## config.mk

```make
export PLATFORM = sky130hd
export DESIGN_NAME = pipe_skid_reg
export DESIGN_NICKNAME = d
export VERILOG_FILES = /design/src/rtl/pipe_skid_reg.sv
export SDC_FILE = /design/constraint.sdc
export NUM_CORES = 1
export LEC_CHECK = 0
export BUFFER_PORTS_ARGS = -buffer_cell sky130_fd_sc_hd__buf_2
export CORE_AREA = 2 2 223 115
export DETAILED_ROUTE_END_ITERATION = 12
export DIE_AREA = 0 0 225 117
export PLACE_DENSITY = 0.82
export SKIP_LAST_GASP = 1
export SLEW_MARGIN = 20
export SYNTH_ARGS = -nofsm -noshare
export SYNTH_HDL_FRONTEND = slang
export SYNTH_SLANG_ARGS = --single-unit
```

## constraint.sdc

```tcl
create_clock -name clk -period 3.7 [get_ports clk]
set_clock_uncertainty 0.15 [all_clocks]
set_input_delay 0.555 -clock clk [delete_from_list [all_inputs] [get_ports clk]]
set_output_delay 0.555 -clock clk [all_outputs]
set_load 0.05 [all_outputs]
```

## src/rtl/pipe_skid_reg.sv

```systemverilog
// Elastic pipeline stage: valid/ready handshake with a two-entry skid buffer,
// flush with selectable data clearing, occupancy output and a saturating stall counter.
//
// state | meaning
// EMPTY | no entry held, out_valid=0
// ONE   | main register holds the head entry
// TWO   | main holds the head, skid holds the next entry, upstream stalled
module pipe_skid_reg #(
  parameter int unsigned CTRL_W              = 11,
  parameter int unsigned DATA_W              = 133,
  parameter bit          CLEAR_DATA_ON_FLUSH = 1'b1,
  parameter int unsigned CNT_W               = 16
) (
  input  logic              clk,
  input  logic              reset_n,
  input  logic              flush,
  input  logic              in_valid,
  output logic              in_ready,
  input  logic [CTRL_W-1:0] in_ctrl,
  input  logic [DATA_W-1:0] in_data,
  output logic              out_valid,
  input  logic              out_ready,
  output logic [CTRL_W-1:0] out_ctrl,
  output logic [DATA_W-1:0] out_data,
  output logic [1:0]        occupancy,
  output logic [CNT_W-1:0]  stall_count
);

  typedef enum logic [1:0] {
    EMPTY = 2'd0,
    ONE   = 2'd1,
    TWO   = 2'd2
  } state_t;

  localparam logic [CNT_W-1:0] CNT_MAX = '1;

  state_t            state, state_next;
  logic [CTRL_W-1:0] main_ctrl, main_ctrl_next;
  logic [DATA_W-1:0] main_data, main_data_next;
  logic [CTRL_W-1:0] skid_ctrl, skid_ctrl_next;
  logic [DATA_W-1:0] skid_data, skid_data_next;
  logic [CNT_W-1:0]  stall_next;
  logic              in_fire;
  logic              out_fire;

  // Ready comes from the state register only, so stalls never ripple combinationally upstream.
  assign in_ready  = reset_n & (state != TWO);
  assign out_valid = (state != EMPTY);
  assign in_fire   = in_valid & in_ready;
  assign out_fire  = out_valid & out_ready;
  assign out_ctrl  = out_valid ? main_ctrl : '0;
  assign out_data  = main_data;
  assign occupancy = 2'(state);

  always_comb begin
    state_next     = state;
    main_ctrl_next = main_ctrl;
    main_data_next = main_data;
    skid_ctrl_next = skid_ctrl;
    skid_data_next = skid_data;

    case (state)
      EMPTY: begin
        if (in_fire) begin
          state_next     = ONE;
          main_ctrl_next = in_ctrl;
          main_data_next = in_data;
        end
      end
      ONE: begin
        case ({in_fire, out_fire})
          2'b11: begin
            main_ctrl_next = in_ctrl;
            main_data_next = in_data;
          end
          2'b10: begin
            state_next     = TWO;
            skid_ctrl_next = in_ctrl;
            skid_data_next = in_data;
          end
          2'b01: state_next = EMPTY;
          default: state_next = ONE;
        endcase
      end
      TWO: begin
        if (out_fire) begin
          state_next     = ONE;
          main_ctrl_next = skid_ctrl;
          main_data_next = skid_data;
        end
      end
      default: state_next = EMPTY;
    endcase

    // Flush turns both slots into bubbles; any same-cycle load above is discarded.
    if (flush) begin
      state_next     = EMPTY;
      main_ctrl_next = '0;
      skid_ctrl_next = '0;
      if (CLEAR_DATA_ON_FLUSH) begin
        main_data_next = '0;
        skid_data_next = '0;
      end else begin
        main_data_next = main_data;
        skid_data_next = skid_data;
      end
    end
  end

  always_comb begin
    stall_next = stall_count;
    if (out_valid && !out_ready && (stall_count != CNT_MAX)) begin
      stall_next = stall_count + CNT_W'(1);
    end
  end

  always_ff @(posedge clk) begin
    if (!reset_n) begin
      state       <= EMPTY;
      main_ctrl   <= '0;
      main_data   <= '0;
      skid_ctrl   <= '0;
      skid_data   <= '0;
      stall_count <= '0;
    end else begin
      state       <= state_next;
      main_ctrl   <= main_ctrl_next;
      main_data   <= main_data_next;
      skid_ctrl   <= skid_ctrl_next;
      skid_data   <= skid_data_next;
      stall_count <= stall_next;
    end
  end

endmodule

```

==> flow_summary.yaml <==
timing:
  min_period_over_period: 0.938
  worst_slew_pin_slew_ns: 1.34
  post-route-min-period_ns: 3.47
  clock.fmax_ghz: 0.288
  hold_slack_ns: 0.103
  setup_viol: 0
  rsz0062_at_grt: "no"
  hold_viol: 0
  fin_ws_ns: 0.231
  maxSlewHeadroom: 0.106
  setup_tns_ns: 0
  maxSlewViolCount: 0
critical_path:
  worstPathMaxFanout: 146
  reg2reg_to: "out_data[128]"
  start_kind: "register"
  cp-startpoint: "occupancy[0]"
  endpoint_kind: "primary output"
  r2r-start: "occupancy[0]"
  reg2reg_slack_ns: 0.37
  endpoint: "in_ready"
  crit_required_ns: 2.99
  crit_arrival_ns: 2.76
  worstRegToRegCells: 8
  path_class: "reg2out"
layout:
  final_layout_size_suffix_gt1_frac: 0.271
  seqCellArea_mm2: 0.00613
  syn_to_final_growth_pct: 21.6
  stdcell_count: 1995
  nFillCells: 1993
  final_util: 0.631
  fin_area_mm2: 0.0155
  fin_nets: 1797
  multiInputGateArea_mm2: 0.00608
yosys:
  synth_area_mm2: 0.0127
  ys_seq_area_frac: 0.481
  yosysWarnings: 0
  avgSynthCellArea_um2: 9.02
  postSynthCellCount: 1414
  ys_ff_latch: 306
  synth_nets: 1566
  ys_types: 38
clock_tree:
  cts_hold_buf: 0
  htreeDepth: 1
  clk_path_buf_depth: 3
  cts.reportedPaths.clkPinSlew_ns: 0.07
  cts-root-buf: "clkbuf_16"
  cts_resized: 0
  cts_tree: "built"
  cts_setup_buffers: 0
  cts_sinks: 306
  clk_latency_ns: 0.54
  numCtsBuffers: 28
floorplanning:
  die_h_um: 117
  design.core.area_mm2: 0.0246
  ioPinCount: 313
  fp.dieW_um: 225
  row_count: 41
  start_util: 0.519
  fp.dieArea_mm2: 0.0263
route:
  drc: 0
  routed_via_density: 5.71
  drt_iter0_markers: 1068
  ant_nets: 0
  wl_per_cell_um: 17.8
  wl_mm: 35.6
  vias: 11400
  firstDrtPassIters: 5
hold_path:
  min_path_type: "in2reg"
global_route:
  first_global_vias: 10500
  grt_pass1_wl_mm: 54.7
  antenna_found_initial: 10
  grt_usage: 0.256
  grt-ovfl-total: 0
  grt_max_degree: 147
pwr:
  power.density_mw_per_mm2: 471
  leakage_nw: 6.84
  ir_drop_mv: 0.344
  power_mw: 7.30
flow_run:
  maxCapViolations: 0
placement:
  io_buffers: 312
  dpl-instance-area_mm2: 0.0145
  place_congestion: 0.852
  post-dp-hpwl_mm: 22.2
  pre_cts_slack_ns: 0.411
  placedCellCount: 1937
status:
  status: "finished, final reports clean"
[cells in the mapped netlist]
library cell,n,share of area
buf_2,17,0.0067
inv_1,7,0.0021
clkbuf_1,94,0.028
and2_1,14,0.0069
a211oi_2,60,0.059
nand2b_1,9,0.0044
o41ai_1,3,0.0021
buf_4,3,0.0018
nor4_2,1,0.00098
ha_1,3,0.0029
buf_1,13,0.0038
nor4b_1,2,0.0014
and3_1,2,0.00098
nand4_1,3,0.0015
mux2i_1,149,0.12
dfxtp_1,306,0.48
buf_6,5,0.0044
or3_1,4,0.0020
a221o_1,1,0.00079
a211oi_1,86,0.051
xor2_1,1,0.00069
nor2b_1,1,0.00049
nor2_1,6,0.0018
o31ai_1,3,0.0018
o21ai_0,3,0.0012
o21ba_2,1,0.00079
nand2_1,299,0.088
nand3_1,5,0.0020
o22a_1,1,0.00069
o311ai_0,3,0.0021
nor4_1,3,0.0015
o21bai_1,1,0.00059
a21oi_1,295,0.12
or2_2,1,0.00049
or4_1,3,0.0018
nand3b_1,2,0.0012
nor3_1,3,0.0012
and4_1,1,0.00069
[state kept, by name, summed over array words and instances, names as in the netlist]
name	cells
out_data	133
skid_data	133
stall_count	16
main_ctrl	11
skid_ctrl	11
occupancy	2
[layout make-up]
cell class | count | area share
Sequential cell | 306 | 0.395
Multi-Input combinational cell | 969 | 0.392
Timing Repair Buffer | 333 | 0.119
Clock buffer | 39 | 0.0538
Tap cell | 322 | 0.0260
Clock inverter | 13 | 0.0111
Inverter | 7 | 0.00170
Antenna cell | 6 | 0.000969
[worst max-delay path, cell delays in order (launching register included)]
cell      delay (ns)
dfxtp_1         0.49
nand2b_4        0.20
buf_12          0.59
and2_1          0.24
buf_2           0.26
[layout by cell type (no fill, tap or decap), types with 3 or more instances in the layout]
master / count
a211oi_1: 86
clkbuf_16: 29
or4_1: 3
clkbuf_8: 7
inv_1: 7
dfxtp_1: 306
clkinv_2: 7
or3_1: 4
ha_1: 3
o41ai_1: 3
a211oi_2: 60
nand2b_1: 7
bufinv_16: 4
clkbuf_1: 3
buf_4: 11
o21ai_0: 3
nand3_1: 5
diode_2: 6
nand4_1: 3
nor2_1: 5
nor3_1: 3
buf_12: 10
mux2i_1: 149
a21oi_1: 295
o311ai_0: 3
buf_2: 312
and2_1: 13
nand2_1: 298
o31ai_1: 3
nor4_1: 3
[layer usage]
layer | vias to the layer above | wire [um] | track usage
li1 | 5461 | - | -
met1 | 5469 | 16100 | 0.352
met2 | 381 | 15800 | 0.399
met3 | 65 | 2730 | 0.0681
met4 | 6 | 827 | 0.0737
met5 | - | 41 | 0
[cell families after synthesis]
family,synth area share
flops,0.481
xor+xnor,0.000687
buf+inv,0.0464
mux,0.117
compound gates,0.235
fa+ha+maj,0.00294
simple gates,0.117
[how the worst min path moves through the flow]
stage / start / endpoint / slack (ns) / cells past startpoint
2_1_floorplan: skid_ctrl[0] / skid_ctrl[0] / 0.29 / 2
3_3_place_gp: skid_data[4] / skid_data[4] / 0.29 / 2
3_5_place_dp: skid_data[6] / skid_data[6] / 0.30 / 2
4_1_cts: in_data[44] / skid_data[44] / 0.07 / 3
5_1_grt: in_data[44] / skid_data[44] / 0.08 / 3
6_report: in_data[44] / skid_data[44] / 0.10 / 3
[report_power, final]
group          internal (mW)  switching [mW]
Clock                   1.86            1.27
Sequential              3.36          0.0367
Combinational          0.236           0.540
Total                   5.45            1.85
Power figures use the tool's default switching activity.
